**src/rtl/fifo_pkt_reader.sv**
```systemverilog
// Drains a registered-read FIFO through a 3-entry skid buffer into a framed
// valid/ready packet stream. Starved packets are padded with zero words after
// a timeout. Optional checksum output: define PKT_CHECKSUM_EN.
module fifo_pkt_reader #(
  parameter int FIFO_WIDTH  = 16,
  parameter int PKT_LEN     = 4,
  parameter int TIMEOUT_CYC = 16
) (
  input  logic                  clk,
  input  logic                  rst_n,
  output logic                  fifo_rd_en,
  input  logic [FIFO_WIDTH-1:0] fifo_data_out,
  input  logic                  fifo_empty,
  input  logic                  fifo_underflow,
  output logic                  m_valid,
  input  logic                  m_ready,
  output logic [FIFO_WIDTH-1:0] m_data,
  output logic                  m_sop,
  output logic                  m_eop,
  output logic                  m_pad,
  output logic [FIFO_WIDTH-1:0] m_csum,
  output logic                  err_underflow
);

  localparam int IDX_W = $clog2(PKT_LEN);
  localparam logic [IDX_W-1:0] LAST_IDX = IDX_W'(PKT_LEN - 1);
  localparam int TO_W = $clog2(TIMEOUT_CYC + 1);
  localparam logic [TO_W-1:0] TO_LAST = TO_W'(TIMEOUT_CYC - 1);

  typedef enum logic [1:0] {
    IDLE,
    STREAM,
    PAD
  } state_t;

  state_t state_q, state_d;

  logic [FIFO_WIDTH-1:0] buf_mem [3];
  logic [1:0]            wr_ptr, rd_ptr;
  logic [1:0]            buf_cnt;
  logic                  inflight;
  logic [IDX_W-1:0]      word_idx;
  logic [TO_W-1:0]       starve_cnt;
  logic                  err_q;

  logic                  buf_vld;
  logic [2:0]            occupancy;
  logic                  hs;
  logic                  push;
  logic                  pop;
  logic                  starve_cond;
  logic                  starve_hit;

  function automatic logic [1:0] ptr_inc(input logic [1:0] p);
    return (p == 2'd2) ? 2'd0 : p + 2'd1;
  endfunction

  // Read-ahead is bounded by buffered plus in-flight words so the buffer never overflows.
  always_comb begin
    buf_vld    = (buf_cnt != 2'd0);
    occupancy  = {1'b0, buf_cnt} + {2'b00, inflight};
    fifo_rd_en = rst_n && !fifo_empty && (state_q != PAD) && (occupancy < 3'd3);
  end

  always_comb begin
    starve_cond = (state_q == STREAM) && (word_idx != '0) && !buf_vld &&
                  !inflight && fifo_empty;
    starve_hit  = starve_cond && (starve_cnt == TO_LAST);
  end

  always_comb begin
    state_d = state_q;
    m_valid = buf_vld;
    m_pad   = 1'b0;
    m_data  = buf_vld ? buf_mem[rd_ptr] : '0;
    case (state_q)
      IDLE: begin
        if (fifo_rd_en) state_d = STREAM;
      end
      STREAM: begin
        if (starve_hit)
          state_d = PAD;
        else if (!buf_vld && !inflight && (word_idx == '0) && !fifo_rd_en)
          state_d = IDLE;
      end
      PAD: begin
        m_valid = 1'b1;
        m_pad   = 1'b1;
        m_data  = '0;
        if (m_ready && (word_idx == LAST_IDX)) state_d = IDLE;
      end
      default: state_d = IDLE;
    endcase
  end

  always_comb begin
    m_sop = m_valid && (word_idx == '0);
    m_eop = m_valid && (word_idx == LAST_IDX);
    hs    = m_valid && m_ready;
    push  = inflight;
    pop   = hs && !m_pad;
  end

  always_ff @(posedge clk or negedge rst_n) begin
    if (!rst_n) state_q <= IDLE;
    else        state_q <= state_d;
  end

  always_ff @(posedge clk or negedge rst_n) begin
    if (!rst_n) begin
      inflight <= 1'b0;
      wr_ptr   <= '0;
      rd_ptr   <= '0;
      buf_cnt  <= '0;
      for (int unsigned i = 0; i < 3; i++) buf_mem[i] <= '0;
    end else begin
      inflight <= fifo_rd_en;
      if (push) begin
        buf_mem[wr_ptr] <= fifo_data_out;
        wr_ptr          <= ptr_inc(wr_ptr);
      end
      if (pop) rd_ptr <= ptr_inc(rd_ptr);
      case ({push, pop})
        2'b10:   buf_cnt <= buf_cnt + 2'd1;
        2'b01:   buf_cnt <= buf_cnt - 2'd1;
        default: buf_cnt <= buf_cnt;
      endcase
    end
  end

  always_ff @(posedge clk or negedge rst_n) begin
    if (!rst_n)  word_idx <= '0;
    else if (hs) word_idx <= (word_idx == LAST_IDX) ? '0 : word_idx + 1'b1;
  end

  always_ff @(posedge clk or negedge rst_n) begin
    if (!rst_n)           starve_cnt <= '0;
    else if (starve_cond) starve_cnt <= starve_cnt + 1'b1;
    else                  starve_cnt <= '0;
  end

  always_ff @(posedge clk or negedge rst_n) begin
    if (!rst_n)              err_q <= 1'b0;
    else if (fifo_underflow) err_q <= 1'b1;
  end

  assign err_underflow = err_q;

`ifdef PKT_CHECKSUM_EN
  logic [FIFO_WIDTH-1:0] csum_acc;

  // Loading the sop word directly is the clear-then-fold of a fresh packet.
  always_ff @(posedge clk or negedge rst_n) begin
    if (!rst_n)  csum_acc <= '0;
    else if (hs) csum_acc <= m_sop ? m_data : (csum_acc ^ m_data);
  end

  assign m_csum = m_eop ? (csum_acc ^ m_data) : '0;
`else
  assign m_csum = '0;
`endif

endmodule

```
**config.mk**
```make
export PLATFORM = sky130hd
export DESIGN_NAME = fifo_pkt_reader
export DESIGN_NICKNAME = d
export VERILOG_FILES = /design/src/rtl/fifo_pkt_reader.sv
export SDC_FILE = /design/constraint.sdc
export NUM_CORES = 1
export LEC_CHECK = 0
export BUFFER_PORTS_ARGS = -buffer_cell sky130_fd_sc_hd__buf_2
export CAP_MARGIN = 20
export CORE_MARGIN = 2
export CORE_UTILIZATION = 55
export DETAILED_ROUTE_END_ITERATION = 10
export PLACE_DENSITY = 0.79
export SKIP_LAST_GASP = 1
export SYNTH_ARGS = -nofsm -noshare
export SYNTH_HDL_FRONTEND = slang
export SYNTH_SLANG_ARGS = --single-unit
```
**constraint.sdc**
```tcl
create_clock -name clk -period 1.97 [get_ports clk]
set_input_delay 0.197 -clock clk [delete_from_list [all_inputs] [get_ports clk]]
set_output_delay 0.197 -clock clk [all_outputs]
set_load 0.02 [all_outputs]
```
==> flow_summary.rst <==
.. list-table::
   :header-rows: 1

   * - Metric
     - Value
   * - Result of the run
     - completed
   * - Most numerous cell types in the synthesized netlist
     - 65 x sky130_fd_sc_hd__dfrtp_1, 41 x sky130_fd_sc_hd__mux2_2, 18 x sky130_fd_sc_hd__buf_4
   * - Internal reg-to-reg setup slack
     - 180 ps
   * - Largest buffer count on any clock path
     - 2
   * - Worst skew pair latency
     - 340 ps
   * - Router iterations before antenna repair
     - 7
   * - Width of the die
     - 80.5 um
   * - Post-Syn Area
     - 0.00322 mm2
   * - H-tree depth reported by CTS
     - 3
   * - Startpoint type of the worst setup path
     - flip-flop
   * - Cell at the root of the clock tree
     - sky130_fd_sc_hd__clkbuf_8
   * - Die area
     - 0.00648 mm2
   * - Post-CTS Hold Buffers
     - 0
   * - Hold Violations, Final
     - 0
   * - Final instance count without filler cells
     - 399
   * - Worst-case setup margin in the final layout
     - 17.1 ps
   * - Data required time at the worst endpoint
     - 1770 ps
   * - I/O pin count
     - 59
   * - DRC Markers
     - 0
   * - Ys async rst share
     - 100%
   * - Library cells used by synthesis
     - 38
   * - Row count
     - 27
   * - Total Negative Setup Slacks
     - 0 ps
   * - Transition time at the pin with the least slew margin
     - 813 ps
   * - Setup repair after global routing missed its margin
     - true
   * - Vias in the first global route
     - 2020
   * - Clock tree skew after final layout
     - 9.84 ps
   * - Max Clock Freq
     - 0.512 GHz
   * - Launching point of the worst reg2reg path
     - state_q[0]
   * - Routed wire length
     - 6210 um
   * - Time the worst path needs with I/O delays and setup
     - 1950 ps
   * - Routed WL per cell
     - 15.6 um
   * - Number of cells traversed by the worst hold path
     - 2
   * - Clk pin slew, worst setup/hold paths
     - 70 ps
   * - Sequential share of the synthesized area
     - 50.6%
   * - Number of flip-flops and latches in the synthesized netlist
     - 65
   * - Worst setup slack after placement
     - 196 ps
   * - GPL Wtd Cong
     - 0.763
   * - End of the worst register-to-register path
     - buf_cnt[1]
   * - Area inside the core boundary
     - 0.00557 mm2
   * - Final period util
     - 99.1%
   * - Element type at the critical path end
     - output port
   * - Endpoint arrival time on the critical path
     - 1760 ps
   * - Start point of the worst min-delay path
     - fifo_underflow
   * - Cell accounting for the most synthesized area
     - sky130_fd_sc_hd__dfrtp_1
   * - Tightest Hold Check Type
     - in2reg
   * - Flip-flop cell with the highest count after synthesis
     - sky130_fd_sc_hd__dfrtp_1
   * - Setup CP Type
     - reg2out
   * - Share of post-route cells with drive strength above 1
     - 45.3%
   * - Routed via count
     - 2068
   * - EDFF count, synth
     - 0
   * - Initial standard-cell utilization of the core
     - 57.7%
   * - Die H
     - 80.5 um
   * - Grt total ovfl
     - 0
   * - Worst-case hold path end point
     - err_underflow
   * - Number of CTS-inserted buffers
     - 9
   * - Antenna Nets Post-Route
     - 0
   * - Final #Nets
     - 350
   * - Max FO, Critical Path
     - 5
   * - Fin. max-slew vios
     - 0
   * - Port-buffer cells
     - 42
   * - DPL Wire Length
     - 4020 um
   * - Count of placed standard cells including taps
     - 379
   * - Worst reg-to-reg path cell count
     - 7
   * - Initial antenna violation count
     - 0
   * - Post-Synthesis Cells
     - 264
   * - Leak pwr
     - 1.83 nW
   * - Via density
     - 5.18
   * - Wire length of the first global-routing pass
     - 9780 um
   * - CTS tree
     - built
   * - # setup viols final
     - 0
   * - Overall power after layout
     - 6.56 mW
   * - Initial detailed-routing violation count
     - 123
   * - Max Cap Violations
     - 0
   * - Cell with the most instances after synthesis
     - sky130_fd_sc_hd__dfrtp_1
   * - Area Growth Syn to Fin
     - 17.1%
   * - Leading post-synthesis cells by cell area
     - sky130_fd_sc_hd__dfrtp_1 51%, sky130_fd_sc_hd__mux2_2 14%, sky130_fd_sc_hd__mux2i_1 5.0%
   * - Max transition margin
     - 45.8%
   * - Share of the synthesized area in the top cell type
     - 50.6%
   * - Avg Inst Size Synth
     - 12.2 um2
   * - Clock sink count
     - 65
   * - Worst-case vdd ir drop
     - 0.876 mV
   * - Largest net degree at the start of global routing
     - 66
   * - Total Routing Usage GR
     - 20.3%
   * - Number of warning messages in the yosys log
     - 0
   * - Final antenna diode count
     - 0
   * - Cell Pwr Density
     - 1740 mW/mm2
cells in the final DEF (no fill, tap or decap), drive strengths merged:
cell     instances
xor2             2
bufinv           2
a21oi           16
and3             2
o21ai            2
clkbuf          12
xnor2            3
ha               7
dfrtp           65
a21o             2
mux2i           16
buf             57
nor2             9
a21bo            1
a221oi           1
or3              2
mux2            52
nand3            2
clkinv           3
and4b            1
nand2b           1
conb            16
nor3             2
a2bb2oi          1
a211oi           1
nor4bb           1
nor2b            1
nand4b           1
nand2           17
a31o             1
and2             2
or2             16
inv             10
logic make-up (layout without fill, tap and decap cells):
logic type | count (synthesis) | after routing | synth area share (%)
adder cells (fa/ha/maj) | 7 | 7 | 2.72
flip-flops | 65 | 65 | 50.6
AO/OA/AOI/OAI | 25 | 25 | 4.63
XOR/XNOR | 5 | 5 | 1.36
buffers and inverters | 36 | 84 | 6.69
other | 1 | 16 | 0.117
AND/OR/NAND/NOR | 57 | 57 | 9.57
multiplexers | 68 | 68 | 24.3
layout make-up:
class / count / area (um2)
fill: 422 / 1810
sequential: 65 / 1630
multi-input combinational: 178 / 1440
timing repair buffer: 58 / 347
clock buffer: 11 / 141
tap: 72 / 90.1
clock inverter: 5 / 78.8
inverter: 10 / 37.5
sequential cells by signal, summed over array words and instances, names as in the netlist, 2 cells and up:
signal      flops
starve_cnt      5
word_idx        2
rd_ptr          2
state_q         2
buf_cnt         2
buf_mem        48
wr_ptr          2
stage by stage:
stage | cell area, um2 | hold WS, ps | utilization (%)
CTS | 3720 | 39.7 | 66.8
global route | 3770 | 49.3 | 67.6
floorplan | 3270 | -98.6 | -
detailed placement | 3490 | 395 | 62.5
finish | 3770 | 43.1 | 67.6
global placement | 3490 | 387 | 62.5
how the worst max path moves through the flow:
stage	slack, ps	from	to
after detailed placement	200	state_q[0]	buf_cnt[1]
after global placement	300	state_q[0]	buf_cnt[1]
after CTS	-0.3	inflight	fifo_rd_en
final	20	inflight	fifo_rd_en
after floorplan	270	rd_ptr[1]	m_data[0]
after global routing	-40	inflight	fifo_rd_en
power by group:
group | total [mW] | switching (mW) | internal (mW)
Combinational | 2.97 | 1.47 | 1.50
Sequential | 2.33 | 0.380 | 1.95
Clock | 1.26 | 0.514 | 0.745
critical path: stages (launching register included):
cell and delay (ps):
sky130_fd_sc_hd__dfrtp_1 440, sky130_fd_sc_hd__ha_1 210, sky130_fd_sc_hd__ha_1 280, sky130_fd_sc_hd__a21oi_2 120, sky130_fd_sc_hd__nand4b_1 140, sky130_fd_sc_hd__inv_1 120, sky130_fd_sc_hd__buf_6 120
per-layer routing:
| metal | GRT usage, % | part of all wire (%) | up-vias |
|---|---|---|---|
| met4 | 8.14 | 1.6 | 0 |
| met1 | 26.8 | 45 | 1013 |
| met3 | 3.82 | 4.7 | 8 |
| li1 | - | - | 993 |
| met2 | 33.1 | 49 | 54 |
| met5 | 0 | 0 | - |
what timing repair did:
action	4_1_cts	5_1_grt
setup endpoints to repair	3	6
setup buffers	1	2
gates cloned	0	1
resized for setup	4	7
pin swaps	0	1
(Power assumes the default switching activity.)
